### src/rtl/addsub_serial_pkg.sv
// addsub_serial_pkg: shared constants and FSM state type for the serial add/sub unit
package addsub_serial_pkg;
  localparam int WIDTH = 16;
  localparam int NIB = 4;
  localparam int NSTEP = WIDTH / NIB;
  localparam int IW = $clog2(NSTEP);
  localparam logic [WIDTH-1:0] SAT_POS = 16'h7FFF;
  localparam logic [WIDTH-1:0] SAT_NEG = 16'h8000;
  typedef enum logic [1:0] {IDLE, RUN, DONE} state_t;
endpackage

### src/rtl/addsub_nibble_slice.sv
// addsub_nibble_slice: 4-bit ripple adder exposing carry into and out of the top bit
module addsub_nibble_slice
  import addsub_serial_pkg::*;
(
  input  logic [NIB-1:0] a,
  input  logic [NIB-1:0] b,
  input  logic           c_in,
  output logic [NIB-1:0] s,
  output logic           c3,
  output logic           c_out
);
  logic [NIB:0] c;
  assign c[0] = c_in;
  for (genvar i = 0; i < NIB; i++) begin : g_fa
    assign s[i] = a[i] ^ b[i] ^ c[i];
    assign c[i+1] = (a[i] & b[i]) | (c[i] & (a[i] ^ b[i]));
  end
  assign c3 = c[NIB-1];
  assign c_out = c[NIB];
endmodule

### src/rtl/addsub_16bit_serial.sv
// addsub_16bit_serial: 16-bit add/sub computed one nibble per cycle, with saturation and Z/N/V flags
module addsub_16bit_serial
  import addsub_serial_pkg::*;
(
  input  logic             clk,
  input  logic             rst_n,
  input  logic             start,
  input  logic [WIDTH-1:0] A,
  input  logic [WIDTH-1:0] B,
  input  logic             sub,
  input  logic             sat_en,
  output logic             busy,
  output logic             done,
  output logic [WIDTH-1:0] Sum,
  output logic             Ovfl,
  output logic             Z,
  output logic             N
);
  state_t state;
  logic [IW-1:0] idx;
  logic carry, sat, c3, c_out, ov;
  logic [WIDTH-1:0] a_sh, b_sh, raw, fin;
  logic [WIDTH-NIB-1:0] part;
  logic [NIB-1:0] s;
  addsub_nibble_slice u_slice (
    .a(a_sh[NIB-1:0]),
    .b(b_sh[NIB-1:0]),
    .c_in(carry),
    .s(s),
    .c3(c3),
    .c_out(c_out)
  );
  // raw/ov/fin are only meaningful on the last step, when a_sh[NIB-1] is the original A[15]
  assign raw = {s, part};
  assign ov = c_out ^ c3;
  assign fin = (sat && ov) ? (a_sh[NIB-1] ? SAT_NEG : SAT_POS) : raw;
  always_ff @(posedge clk) begin
    if (!rst_n) begin
      state <= IDLE;
      busy <= 1'b0;
      done <= 1'b0;
      Sum <= '0;
      Ovfl <= 1'b0;
      Z <= 1'b0;
      N <= 1'b0;
      idx <= '0;
      carry <= 1'b0;
      sat <= 1'b0;
      a_sh <= '0;
      b_sh <= '0;
      part <= '0;
    end else begin
      done <= 1'b0;
      case (state)
        RUN: begin
          a_sh <= a_sh >> NIB;
          b_sh <= b_sh >> NIB;
          part <= raw[WIDTH-1:NIB];
          carry <= c_out;
          idx <= idx + 1'b1;
          if (idx == IW'(NSTEP - 1)) begin
            state <= DONE;
            busy <= 1'b0;
            done <= 1'b1;
            Sum <= fin;
            Ovfl <= ov;
            Z <= fin == '0;
            N <= fin[WIDTH-1];
          end
        end
        default: begin
          if (start) begin
            state <= RUN;
            busy <= 1'b1;
            a_sh <= A;
            b_sh <= B ^ {WIDTH{sub}};
            sat <= sat_en;
            carry <= sub;
            idx <= '0;
          end else begin
            state <= IDLE;
          end
        end
      endcase
    end
  end
endmodule

### config.mk
export PLATFORM = sky130hd
export DESIGN_NAME = addsub_16bit_serial
export DESIGN_NICKNAME = d
export VERILOG_FILES = /design/src/rtl/addsub_serial_pkg.sv /design/src/rtl/addsub_nibble_slice.sv /design/src/rtl/addsub_16bit_serial.sv
export SDC_FILE = /design/constraint.sdc
export NUM_CORES = 1
export LEC_CHECK = 0
export ABC_AREA = 0
export CAP_MARGIN = 20
export CORE_MARGIN = 10
export CORE_UTILIZATION = 53
export CTS_CLUSTER_SIZE = 28
export DETAILED_ROUTE_END_ITERATION = 6
export MAX_ROUTING_LAYER = met4
export PLACE_DENSITY = 0.81
export SLEW_MARGIN = 15
export SYNTH_ARGS = -nofsm -noshare
export SYNTH_HDL_FRONTEND = slang
export SYNTH_SLANG_ARGS = --single-unit
export TNS_END_PERCENT = 5
### constraint.sdc
create_clock -name clk -period 8 [get_ports clk]
set_clock_uncertainty 0.1 [all_clocks]
set_input_delay 1.6 -clock clk [delete_from_list [all_inputs] [get_ports clk]]
set_output_delay 1.6 -clock clk [all_outputs]
set_load 0.02 [all_outputs]
Yosys cells after proc, flatten, opt, wreduce, memory -nomap -nowiden
Cells that the tools add are included.

Bits in registers: 71. Word-level logic and storage cells: 68. Bits of input ports: 37. Output and inout port bits: 21.

Reduce and logical (&&, ||, !) cells: 8. Multiplexer cells: 17. Add/sub/neg operators: 1. Equal/unequal tests: 3. Bitwise logic cells: 24.

Operator list (count): 12-bit 2-to-1 mux (4); 16-bit 2-to-1 mux (2); 16-bit zero test (1); 16-bit XOR (1); 1-bit XOR (9); 1-bit bitwise AND (8); 2-bit 2-to-1 mux (4); 2-bit AND reduction (4); 1-bit 2-to-1 mux (7); 1-bit OR (4); 2-bit by 1-bit adder with 2-bit output, second input constant (1); 2-bit by 1-bit equality test with 1-bit output, second input constant (1); 2-bit equality test, second input constant (1); 2-bit != test, second input constant (1); 1-bit inverter (2); 2-bit nonzero test (1); 2-bit OR reduction (1); 1-bit logical AND (1).

Depth between registers and ports, before layout
Depth after elaboration: 13. Gate-level depth with buffers: 9. Gate-level depth less buffers: 9.

By module
From an unflattened synthesis, not the netlist that was laid out.

Cell total of the unflattened synthesis: 340. Area total of the unflattened synthesis: 3158.0 um^2.

By module, submodules not included: addsub_16bit_serial (area an instance 3047.9 um^2, cells an instance 328, sequential area each 1401.3 um^2, times used 1); addsub_nibble_slice (area an instance 110.1 um^2, cells an instance 12, sequential area each 0.0 um^2, times used 1).

Worst setup path after synthesis
OpenSTA, ideal clock, no wires.

Path kind: register to register. From: register carry. To: register Sum[15]. Buffers on the path: 0. Setup time: 0.116 ns. Period minus slack after synthesis: 2.960 ns. Required time: 7.784 ns. Arrival: 2.743 ns. Slack: 5.040 ns. Cell stages (with the launch flop): 10. Cell sequence: dfxtp_1 > fa_1 > inv_1 > fa_1 > fa_1 > fa_1 > xnor2_2 > nor3_1 > a211oi_1 > a31o_2.

Word-level cells in the longest chain between the ends: 11. Elaborated cells between the ends (all ways): 12. Classes of those cells: 1 x mux; 10 x bitwise; 1 x reduce/logical.

Ends and longest elaborated chain: start: declaration (line addsub_16bit_serial.sv:21) `logic carry, sat, c3, c_out, ov;`; start signal: assignment (line addsub_16bit_serial.sv:59) `carry <= c_out;`; start signal: assignment (line addsub_16bit_serial.sv:78) `carry <= sub;`; 1-bit bitwise AND * (line addsub_nibble_slice.sv:16) `assign c[i+1] = (a[i] & b[i]) | (c[i] & (a[i] ^ b[i]));`; 1-bit OR * (line addsub_nibble_slice.sv:16); 1-bit bitwise AND * (line addsub_nibble_slice.sv:16); 1-bit OR * (line addsub_nibble_slice.sv:16); 1-bit bitwise AND * (line addsub_nibble_slice.sv:16); 1-bit OR * (line addsub_nibble_slice.sv:16); 1-bit bitwise AND (line addsub_nibble_slice.sv:16); 1-bit OR (line addsub_nibble_slice.sv:16); 1-bit XOR (line addsub_16bit_serial.sv:35) `assign ov = c_out ^ c3;`; 1-bit logical AND (line addsub_16bit_serial.sv:36) `assign fin = (sat && ov) ? (a_sh[NIB-1] ? SAT_NEG : SAT_POS) : raw;`; 16-bit 2-to-1 mux * (line addsub_16bit_serial.sv:36); end signal: assignment (line addsub_16bit_serial.sv:65) `Sum <= fin;`; end: declaration (line addsub_16bit_serial.sv:14) `output logic [WIDTH-1:0] Sum,`.

Every way passes the cells marked *; elsewhere a longest branch is shown, timed or not. A chain may end at the register's enable or synchronous reset.

Final worst setup path
From: register b_sh[0]. To: register Sum[15].

Word-level cells in the longest chain between the ends: 12. Elaborated cells between the ends (all ways): 14. Classes of those cells: 1 x mux; 12 x bitwise; 1 x reduce/logical.

Ends and longest elaborated chain: start: declaration (line addsub_16bit_serial.sv:22) `logic [WIDTH-1:0] a_sh, b_sh, raw, fin;`; start signal: assignment (line addsub_16bit_serial.sv:57) `b_sh <= b_sh >> NIB;`; start signal: assignment (line addsub_16bit_serial.sv:76) `b_sh <= B ^ {WIDTH{sub}};`; 1-bit XOR (line addsub_nibble_slice.sv:16); 1-bit bitwise AND (line addsub_nibble_slice.sv:16); 1-bit OR * (line addsub_nibble_slice.sv:16); 1-bit bitwise AND * (line addsub_nibble_slice.sv:16); 1-bit OR * (line addsub_nibble_slice.sv:16); 1-bit bitwise AND * (line addsub_nibble_slice.sv:16); 1-bit OR * (line addsub_nibble_slice.sv:16); 1-bit bitwise AND (line addsub_nibble_slice.sv:16); 1-bit OR (line addsub_nibble_slice.sv:16); 1-bit XOR (line addsub_16bit_serial.sv:35); 1-bit logical AND (line addsub_16bit_serial.sv:36); 16-bit 2-to-1 mux * (line addsub_16bit_serial.sv:36).

Marked as above.

==> results.sh <==
export IMPL_number_of_standard_cell_rows_in_the_floorplan=27
export IMPL_comb_power_share=0.146
export IMPL_timing_final_max_slew_violations=0
export IMPL_status="finished, final reports clean"
export IMPL_layout_cell_area_non_filler_mm2=0.003817
export IMPL_multi_input_area_mm2=0.001550
export IMPL_cap_violations=0
export IMPL_vias_per_inst=5.344
export IMPL_grt_setup_unrepaired="false"
export IMPL_whs_path_depth=2
export IMPL_clock_power_share=0.334
export IMPL_synth_seq_area_share=0.4502
export IMPL_rr_endpoint="Sum[15]"
export IMPL_ys_warn_count=0
export IMPL_seq_area_mm2=0.001401
export IMPL_async_flop_share=0
export IMPL_cts_max_path_buffers=2
export IMPL_antenna_found_initial=0
export IMPL_p_sw_frac=0.2503
export IMPL_final_setup_viol_count=0
export IMPL_layoutNonFillerInstCount=468
export IMPL_num_antenna_cells=0
export IMPL_post_route_cells_drive_above_1_share=0.04798
export IMPL_seq_power_share=0.519
export IMPL_ant_nets=0
export IMPL_worstReg2RegStart="b_sh[0]"
export IMPL_place_area_mm2=0.003655
export IMPL_die_width_um=96.64
export IMPL_place_detailed_hpwl_mm=4.582
export IMPL_postSynthCellCount=353
export IMPL_first_global_vias=2420
export IMPL_hold_class="flop to flop"
export IMPL_total_leakage_power_nw=1.549
export IMPL_max_clock_freq_mhz=298.1
export IMPL_grt_pass1_wl_mm=11.22
export IMPL_initial_utilization=0.5551
export IMPL_gr_total_overflow=0
export IMPL_synth_enable_flop_cells=0
export IMPL_mostFrequentLayoutCell="dfxtp_1"
export IMPL_layout_worst_path_cycle_share=0.4193
export IMPL_syn_nets=395
export IMPL_i_o_pin_cnt=58
export IMPL_area_growth_syn_to_layout_pct=22.63
export IMPL_dr_total_vias=2501
export IMPL_worstHoldStart="Z"
export IMPL_postCtsSetupBuffers=0
export IMPL_cts_max_level=3
export IMPL_netlist_area_mm2=0.003113
export IMPL_cts_buffers=9
export IMPL_timing_critical_path_to_type="flop"
export IMPL_port_buffers=57
export IMPL_postSynth_topFlopCell="dfxtp_1"
export IMPL_worstHoldEndpoint="Z"
export IMPL_syn_avg_cell_area_um2=8.819
export IMPL_dr_pass1_iters=4
export IMPL_timing_critical_path_required_ns=8.13
export IMPL_reg2reg_slack_ns=4.65
export IMPL_tritoncts="done"
export IMPL_fillerInstances=501
export IMPL_vdd_ir_drop_worst_v=0.0001087
export IMPL_clk_latency_ns=0.34
export IMPL_r2r_worst_path_cells=9
export IMPL_worstPathArrival_ns=3.48
export IMPL_largest_net_degree_at_the_start_of_global_routing=63
export IMPL_synthDistinctLibCells=31
export IMPL_crit_type="flop to flop"
export IMPL_detail_route_wirelength_mm=6.478
export IMPL_number_of_drc_violations_after_detailed_routing_iteration_0=126
export IMPL_numPlacedInstances=455
export IMPL_final_nets=436
export IMPL_die_area_mm2=0.009339
export IMPL_path_clk_slew_ns=0.07
export IMPL_track_usage=0.1430
export IMPL_worst_slew_pin_slew_ns=1.071
export IMPL_setup_tns_ns=0
export IMPL_floorplan_core_area_mm2=0.005608
export IMPL_place_congestion=0.8036
export IMPL_postCtsHoldBufs=0
export IMPL_p_int_mw=0.5443
export IMPL_net_switching_power_mw=0.1818
export IMPL_clock_sinks=70
export IMPL_totalPowerFinal_mw=0.7261
export IMPL_cellPowerDensity_mw_per_mm2=190.2
export IMPL_wl_per_cell_um=13.84
export IMPL_cts_resized_gates=0
export IMPL_critPathMaxFanout=7
export IMPL_die_height_um=96.64
export IMPL_layout_cells_most_common_list="70 x dfxtp_1, 55 x clkdlybuf4s50_1, 48 x nand2_1"
export IMPL_finalHoldViolations=0
export IMPL_worst_setup_path_start_kind="flop"
export IMPL_max_slew_margin_rel=0.2859
export IMPL_postSynthRegisterBits=70
export IMPL_final_hold_worst_slack_ns=0.3583
export IMPL_drcViolationCount=0
export IMPL_root_buffer="clkbuf_8"
export IMPL_finalCriticalPeriod_ns=3.354
## metal layers
metal  vias to the layer above  GRT usage  wire length [um]  part of all wire
met5                         -          -                 0                 0
met4                         0    0.07103               121             0.019
met3                        11    0.04116               285             0.044
met2                        53     0.2244              3145              0.49
met1                      1140     0.1630              2925              0.45
li1                       1297          -                 -                 -
## cells in the mapped netlist (4+ instances only)
library cell	number	area, um2
mux2i_1	14	140.1
a211oi_1	17	127.6
inv_1	10	37.54
a21oi_1	25	125.1
fa_1	4	80.08
o211a_1	16	160.2
o21ai_0	24	120.1
buf_2	8	40.04
nand3_1	12	60.06
dfxtp_1	70	1401
nor2_1	23	86.33
clkbuf_1	19	71.32
nand2_1	48	180.2
xnor2_1	16	140.1
nor2b_1	14	87.58
a21boi_0	12	90.09
## through the flow
stage | worst slack (ns) | utilization
6_report | 4.646 | 0.6807
5_1_grt | 4.434 | 0.6807
4_1_cts | 4.648 | 0.6807
3_5_place_dp | 4.482 | 0.6517
3_3_place_gp | 4.526 | 0.6517
2_1_floorplan | 5.040 | -
## layout make-up
type                    count  share of cell area
repair buffers             59              0.1508
inverters                  10            0.009833
flip-flops and latches     70              0.3671
clock inverters             1            0.001967
well taps                  72             0.02360
multi-input cells         244              0.4061
clock buffers              12             0.04064
## power groups by stage
| stage | Sequential, mW | Combinational (mW) | Clock, mW |
|---|---|---|---|
| after floorplan | 0.382 | 0.0744 | 0 |
| after global placement | 0.384 | 0.105 | 0 |
| after detailed placement | 0.385 | 0.106 | 0 |
| after CTS | 0.377 | 0.107 | 0.248 |
| after global routing | 0.379 | 0.119 | 0.265 |
| final | 0.377 | 0.106 | 0.243 |
## kinds of logic after synthesis
group | synth area share
adders and majority gates | 0.02974
muxes | 0.04501
xor gates and xnor gates | 0.05306
AOI/OAI and AO/OA | 0.2126
DFF | 0.4502
buffers and inverters | 0.05265
and+or+nand+nor | 0.1568
## state kept, by name, indices dropped and copies added, names as in the netlist
name   count
b_sh      16
part      12
carry      1
Sum       16
state      2
Ovfl       1
busy       1
a_sh      16
Z          1
sat        1
idx        2
done       1
## worst max-delay path, cell delays in order (launching register included)
cell,delay [ns]
dfxtp_1,0.37
fa_1,0.18
inv_1,0.06
fa_1,0.37
fa_1,0.48
fa_1,0.48
xnor2_2,0.19
nor3_1,0.68
a211oi_1,0.09
a31o_2,0.25
## worst max path at each step
stage | from | to | slack (ns) | cells after the start
floorplan | carry | Sum[15] | 5.04 | 9
global placement | sub | b_sh[1] | 4.53 | 5
detailed placement | sub | b_sh[1] | 4.48 | 5
CTS | b_sh[0] | Sum[15] | 4.65 | 9
global route | a_sh[0] | Sum[15] | 4.43 | 9
finish | b_sh[0] | Sum[15] | 4.65 | 9
Power figures use the tool's default switching activity.
